<file path="src/rtl/divider_pkg.sv">
// Shared state encoding and sizing helper for seq_divider and its datapath.
package divider_pkg;

    typedef logic [1:0] state_t;

    localparam state_t IDLE   = 2'd0;
    localparam state_t CALC   = 2'd1;
    localparam state_t FINISH = 2'd2;

    // Iteration counter must be able to hold WIDTH itself.
    function automatic int cnt_width(input int width);
        return $clog2(width) + 1;
    endfunction

endpackage

</file>
<file path="src/rtl/div_step.sv">
// One restoring compare-subtract-shift step of the sequential divider.
module div_step #(
    parameter int WIDTH = 16
) (
    input  logic [WIDTH:0]   rem_in,
    input  logic [WIDTH-1:0] divisor,
    input  logic             bit_in,
    output logic [WIDTH:0]   rem_out,
    output logic             q_bit
);

    logic [WIDTH+1:0] shifted;
    logic [WIDTH+1:0] diff;

    assign shifted = {rem_in, bit_in};
    assign diff    = shifted - {2'b00, divisor};

    // A clear sign bit on the trial difference means remainder >= divisor.
    assign q_bit   = ~diff[WIDTH+1];
    assign rem_out = q_bit ? diff[WIDTH:0] : shifted[WIDTH:0];

endmodule

</file>
<file path="src/rtl/seq_divider.sv">
// Multi-cycle restoring divider, one quotient bit per clock, start/ready/done handshake.
// Optional two's-complement mode is built only when SEQ_DIVIDER_SIGNED_EN is defined.
module seq_divider
    import divider_pkg::*;
#(
    parameter int WIDTH = 16,
    parameter int CNT_W = cnt_width(WIDTH)
) (
    input  logic             clock,
    input  logic             reset_n,
    input  logic             start,
    input  logic             signed_op,
    input  logic [WIDTH-1:0] numerator,
    input  logic [WIDTH-1:0] denominator,
    output logic             ready,
    output logic             done,
    output logic [WIDTH-1:0] quotient,
    output logic [WIDTH-1:0] remainder,
    output logic             div_by_zero
);

    // Handshake: a request is taken on a rising edge where start=1 and ready=1;
    // done is a single-cycle pulse and results hold until the next done.
    state_t           state;
    logic [CNT_W-1:0] cnt;
    logic [WIDTH:0]   rem;
    logic [WIDTH-1:0] dvd;
    logic [WIDTH-1:0] dvs;
    logic             dbz;

    logic [WIDTH:0]   rem_next;
    logic             q_bit;
    logic [WIDTH-1:0] num_mag;
    logic [WIDTH-1:0] den_mag;
    logic [WIDTH-1:0] q_fix;
    logic [WIDTH-1:0] r_fix;

    div_step #(.WIDTH(WIDTH)) u_step (
        .rem_in  (rem),
        .divisor (dvs),
        .bit_in  (dvd[WIDTH-1]),
        .rem_out (rem_next),
        .q_bit   (q_bit)
    );

    assign ready = (state == IDLE);

`ifdef SEQ_DIVIDER_SIGNED_EN
    logic num_neg;
    logic den_neg;
    logic neg_q;
    logic neg_r;

    assign num_neg = signed_op & numerator[WIDTH-1];
    assign den_neg = signed_op & denominator[WIDTH-1];
    assign num_mag = num_neg ? -numerator : numerator;
    assign den_mag = den_neg ? -denominator : denominator;
    assign q_fix   = neg_q ? -dvd : dvd;
    assign r_fix   = neg_r ? -rem[WIDTH-1:0] : rem[WIDTH-1:0];

    always_ff @(posedge clock or negedge reset_n) begin
        if (!reset_n) begin
            neg_q <= 1'b0;
            neg_r <= 1'b0;
        end else if (state == IDLE && start) begin
            neg_q <= num_neg ^ den_neg;
            neg_r <= num_neg;
        end
    end
`else
    logic unused_signed_op;

    assign unused_signed_op = signed_op;
    assign num_mag          = numerator;
    assign den_mag          = denominator;
    assign q_fix            = dvd;
    assign r_fix            = rem[WIDTH-1:0];
`endif

    // dvd shifts the dividend out of its MSB while quotient bits enter at the LSB.
    always_ff @(posedge clock or negedge reset_n) begin
        if (!reset_n) begin
            state       <= IDLE;
            cnt         <= '0;
            rem         <= '0;
            dvd         <= '0;
            dvs         <= '0;
            dbz         <= 1'b0;
            done        <= 1'b0;
            quotient    <= '0;
            remainder   <= '0;
            div_by_zero <= 1'b0;
        end else begin
            done <= 1'b0;
            case (state)
                IDLE: begin
                    if (start) begin
                        dvd   <= num_mag;
                        dvs   <= den_mag;
                        dbz   <= (denominator == '0);
                        rem   <= '0;
                        cnt   <= '0;
                        state <= CALC;
                    end
                end
                CALC: begin
                    rem <= rem_next;
                    dvd <= {dvd[WIDTH-2:0], q_bit};
                    cnt <= cnt + 1'b1;
                    if (cnt == CNT_W'(WIDTH - 1)) begin
                        state <= FINISH;
                    end
                end
                FINISH: begin
                    // A zero divisor leaves the magnitude in rem, so r_fix restores the numerator.
                    quotient    <= dbz ? '1 : q_fix;
                    remainder   <= r_fix;
                    div_by_zero <= dbz;
                    done        <= 1'b1;
                    state       <= IDLE;
                end
                default: state <= IDLE;
            endcase
        end
    end

endmodule
</file>
<file path="config.mk">
export PLATFORM = sky130hd
export DESIGN_NAME = seq_divider
export DESIGN_NICKNAME = d
export VERILOG_FILES = /design/src/rtl/divider_pkg.sv /design/src/rtl/div_step.sv /design/src/rtl/seq_divider.sv
export SDC_FILE = /design/constraint.sdc
export NUM_CORES = 1
export LEC_CHECK = 0
export BUFFER_PORTS_ARGS = -buffer_cell sky130_fd_sc_hd__buf_2
export CORE_ASPECT_RATIO = 1.25
export CORE_MARGIN = 10
export CORE_UTILIZATION = 55
export CTS_BUF_LIST = sky130_fd_sc_hd__clkbuf_2 sky130_fd_sc_hd__clkbuf_4 sky130_fd_sc_hd__clkbuf_8
export DETAILED_ROUTE_END_ITERATION = 10
export PLACE_DENSITY = 0.9
export RECOVER_POWER = 50
export SYNTH_ARGS = -nofsm -noshare
export SYNTH_HDL_FRONTEND = slang
export SYNTH_SLANG_ARGS = --single-unit
</file>
<file path="constraint.sdc">
create_clock -name clock -period 4.7 [get_ports clock]
set_clock_uncertainty 0.15 [all_clocks]
set_input_delay 0.47 -clock clock [delete_from_list [all_inputs] [get_ports clock]]
set_output_delay 0.47 -clock clock [all_outputs]
set_load 0.02 [all_outputs]
</file>
Word level (Yosys, flattened, before mapping):

Cells that the tools add are included.
Widths: inputs -> output; s select.

* bits in registers: 91
* input bits: 36
* output and inout bits: 35
* logic and storage cells: 36

* add/subtract/negate cells: 2
* eq/ne operators: 5
* muxes and demuxes: 12
* bitwise operators: 1
* reductions and logical operators: 6

Operator list (count)
* $mux 17: 2
* $pmux 17 s2: 1
* $mux 16: 2
* $pmux 16 s2: 1
* $sub 18x16->18: 1
* $logic_not 16->1: 1
* $pmux 5 s2: 1
* $reduce_and 2->1: 3
* $add 5x1->5 const B: 1
* $eq 5x4->1 const B: 1
* $mux 5: 1
* $mux 2: 2
* $ne 2x2->1 const B: 2
* $pmux 2 s2: 1
* $eq 2x1->1 const B: 1
* $eq 2x2->1 const B: 1
* $logic_not 2->1: 1
* $reduce_bool 2->1: 1
* $mux 1: 1
* $not 1->1: 1

Logic depth before layout (Yosys ltp):

* depth after elaboration: 3
* mapped depth: 11
* depth with buffers taken out: 10

Hierarchy:

From an unflattened synthesis, not the netlist that was laid out.

* cell total of the unflattened synthesis: 509
* area total of the unflattened synthesis: 4784.6 um^2

By module, submodules not included
* seq_divider: times used 1, cells each 361, area an instance 3633.5 um^2, seq. area each 2277.2 um^2
* div_step: times used 1, cells each 148, area an instance 1151.1 um^2, seq. area each 0.0 um^2

Least setup slack after synthesis:

OpenSTA, ideal clock, no wires.

* path kind: register to register
* start: reg rem[7]
* end: reg rem[1]
* library setup time: 74 ps
* data arrival time: 2134 ps
* data required time: 4476 ps
* slack: 2342 ps
* cell stages (with the launch flop): 11
* path buffers: 2
* period minus slack after synthesis: 2358 ps
* cell sequence: dfrtp_1 > ha_1 > a21oi_1 > o221ai_1 > nor3_1 > o21ai_0 > and4b_1 > buf_6 > buf_12 > mux2_4 > o21ai_2

* longest elaborated chain between the ends: 3

RTL lines
* from (decl): line seq_divider.sv:26 `logic [WIDTH:0] rem;`
* from (signal assigned): line seq_divider.sv:107 `rem <= rem_next;`
* $sub 18x16->18: line div_step.sv:16 `assign diff = shifted - {2'b00, divisor};`
* $mux 17: line div_step.sv:20 `assign rem_out = q_bit ? diff[WIDTH:0] : shifted[WIDTH:0];`
* $pmux 17 s2: line seq_divider.sv:95 `case (state)`

Every way passes these cells.
A chain may end at the register's enable or synchronous reset.

Worst setup path after layout:

* start: reg rem[5]
* end: reg rem[0]

The elaborated chain is that of the path after synthesis.

==> summary.txt <==
Route
  • 1st-iter DRT viols: 155
  • Met3 Wirelength: 654 um
  • Routed met1 length: 4290 um
  • DR vias: 3677
  • DR pass1 iterations: 5
  • Wire length on met2: 5060 um
  • Total Wirelength: 10200 um
  • WL per Instance: 16.0 um
  • Avg Vias per Cell: 5.75
  • Antenna Nets Post-Route: 0
  • Top sig layer: met4
  • DRC Markers: 0

Place
  • Post-DP Area: 4930 um^2
  • Port bufs: 69
  • Detail Placement HPWL: 7210 um
  • Worst slack, placed: 1.55 ns
  • Cells after DPL: 623
  • GP Congestion: 0.865

Die
  • Placement row count: 37
  • Initial Utilization: 56.1%
  • Die area: 12400 um^2
  • IO Count: 71
  • Core area: 8150 um^2
  • Height of the die: 122 um
  • Die width: 102 um

STA
  • Final worst slack: 1.51 ns
  • Final Hold Viols: 0
  • Tmin final: 3.19 ns
  • Fin. max-slew vios: 92
  • Relative slew margins: -43.4%
  • RSZ-0062 raised after global routing: no
  • Top achievable clock speed: 314 MHz
  • Setup violators final: 0
  • Tcrit/Tclk final: 67.8%
  • Setup TNS after final layout: 0 ns
  • Slew at the pin with the worst max-slew slack: 2.15 ns

Critical path
  • Slowest cell on the critical path: and4b_1
  • Cell count of the worst reg-to-reg path: 8
  • Worst-path cell chain: ha_1, a21oi_1, nand2_1, o21ai_2, nor3_2, and4b_1, mux2_2, o21ai_1
  • Worst-path fanout max: 21
  • Startpoint types: register
  • Largest stage delay on the critical path: 0.99 ns
  • Crit path DAT: 3.32 ns
  • CP required: 4.83 ns
  • Crit Path Class: register to register
  • Critical Path End Type: register

Power
  • Worst-case vdd ir drop: 0.539 mV
  • Pwr Density: 824 nW/um^2
  • Power Total: 4210 uW
  • Leakage: 0.00245 uW

Yosys
  • Netlist Area Pre-Place: 4570 um^2
  • Synth cell types: 41
  • Post-Syn Nets: 537
  • Syn Inst Count: 482
  • Main synth FF type: dfrtp_1
  • Post-synth ARST share: 100%
  • Register area share after synthesis: 49.8%
  • Yosys reg bits: 91
  • Yosys warning total: 0
  • Syn avg cell area: 9.48 um^2
  • EDFF count, synth: 0

Clock network
  • H-tree depth: 3
  • Cts bufs inserted: 9
  • Root Driver: clkbuf_8
  • TritonCTS clock tree: yes
  • Setup repair bufs after CTS: 0
  • Clock Latency Late Sink: 0.36 ns
  • Max clock buf depth: 2
  • Sink Count: 91
  • # hold bufs at CTS: 0
  • Clock-pin slew on the worst setup and hold paths: 0.09 ns
  • CTS resizes: 0

Cells and area
  • Antenna Cells: 0
  • Share of cells above drive strength 1: 18.1%
  • Final nets: 592
  • Post-route design area: 5110 um^2
  • Synth-to-Final Area Change: 11.9%
  • Layout Cells excl Fill: 639
  • Most frequent cells in the layout: 91 x dfrtp_1, 60 x nand2_1, 60 x o21ai_0
  • Commonest non-fill, non-tap cell in the layout: dfrtp_1

Outcome
  • Status: finished with violations
  • Violated checks: capacitance limit, slew limit

Worst hold path
  • Cells on Worst Hold Path: 3
  • Worst min path class: input port to register

Global routing
  • Number of global-route vias before repair: 3744
  • Global-route wire length before repair: 17300 um
  • Largest net degree at the start of global routing: 92
  • Total congestion overflow: 0
  • Initial antenna violation count: 0
  • All-Layer GR Usage: 17.0%

Flow run
  • # Max-Cap Violations: 1
[power by group]
| group | switching [uW] | leakage, uW | internal, uW | total, uW |
|---|---|---|---|---|
| sequential | 206 | 0.00115 | 1100 | 1300 |
| combinational | 1380 | 0.00120 | 979 | 2360 |
| clock | 286 | 0.000104 | 265 | 551 |
| total | 1870 | 0.00245 | 2340 | 4210 |
[per-layer routing]
layer,global-route usage [%],vias up
li1,-,1786
met1,20.6,1761
met2,28.1,114
met3,4.47,16
met4,6.72,0
met5,0,-
[cells by family after synthesis]
family / after synthesis / share of synthesized area (%)
buf+inv: 48 / 4.55
compound gates: 118 / 14.9
xor+xnor: 13 / 2.49
flops: 91 / 49.8
fa+ha+maj: 19 / 5.37
mux: 30 / 7.15
simple gates: 163 / 15.7
[worst paths after layout]
| kind | startpoint | to | slack [ns] |
|---|---|---|---|
| max | rem[5] | rem[0] | 1.51 |
| max reg2reg | rem[5] | rem[0] | 1.51 |
| min reg2reg | quotient[7] | quotient[7] | 0.34 |
| max in group asynchronous | reset_n | dvs[7] | 2.56 |
| min in group asynchronous | reset_n | quotient[4] | 0.58 |
| min | denominator[15] | dvs[15] | 0.18 |
[cells in the mapped netlist (2+ instances only)]
library cell	count	area, um^2
dfrtp_1	91	2280
nand2_1	60	225
o21ai_0	60	300
nor2_1	52	195
clkbuf_1	24	90.1
inv_1	21	78.8
nand3_1	21	105
a21oi_1	18	90.1
ha_1	18	225
mux2_2	17	191
o22ai_1	15	93.8
mux2i_1	12	120
nand2b_1	8	50.1
o211ai_1	7	52.6
xor2_1	7	61.3
xnor2_1	6	52.6
a31oi_1	4	25.0
nand4_1	4	25.0
nor4_1	4	25.0
and2_1	3	18.8
and3_1	3	18.8
nor3_1	3	15.0
o21ai_2	3	26.3
a21o_1	2	15.0
a31o_2	2	17.5
nor2b_1	2	12.5
[worst max-delay path: cells and delay by family (launching register included)]
family	cells	cell delay, ns
AO/OA/AOI/OAI	3	0.54
adder cells (fa/ha/maj)	1	0.40
flip-flops	1	0.43
multiplexers	1	0.42
AND/OR/NAND/NOR	3	1.17
[flip-flops by register name, summed over array words and instances, names as in the netlist]
signal       flops
rem             17
dvd             16
dvs             16
quotient        16
remainder       16
cnt              5
state            2
dbz              1
div_by_zero      1
done             1
[area by class of cell]
cell class                 count  area (um^2)
fill                         655         3040
sequential                    91         2280
multi-input combinational    343         2090
timing repair buffer          71          340
clock buffer                  10          138
tap                           97          121
inverter                      21         78.8
clock inverter                 6         68.8
[through the flow]
| step | hold WS [ns] | utilization (%) |
|---|---|---|
| CTS | 0.167 | 63.0 |
| finish | 0.177 | 62.7 |
| detailed placement | 0.315 | 60.5 |
| global placement | 0.306 | 60.5 |
| floorplan | 0.0244 | - |
| global route | 0.167 | 62.7 |
(Power assumes the default switching activity.)
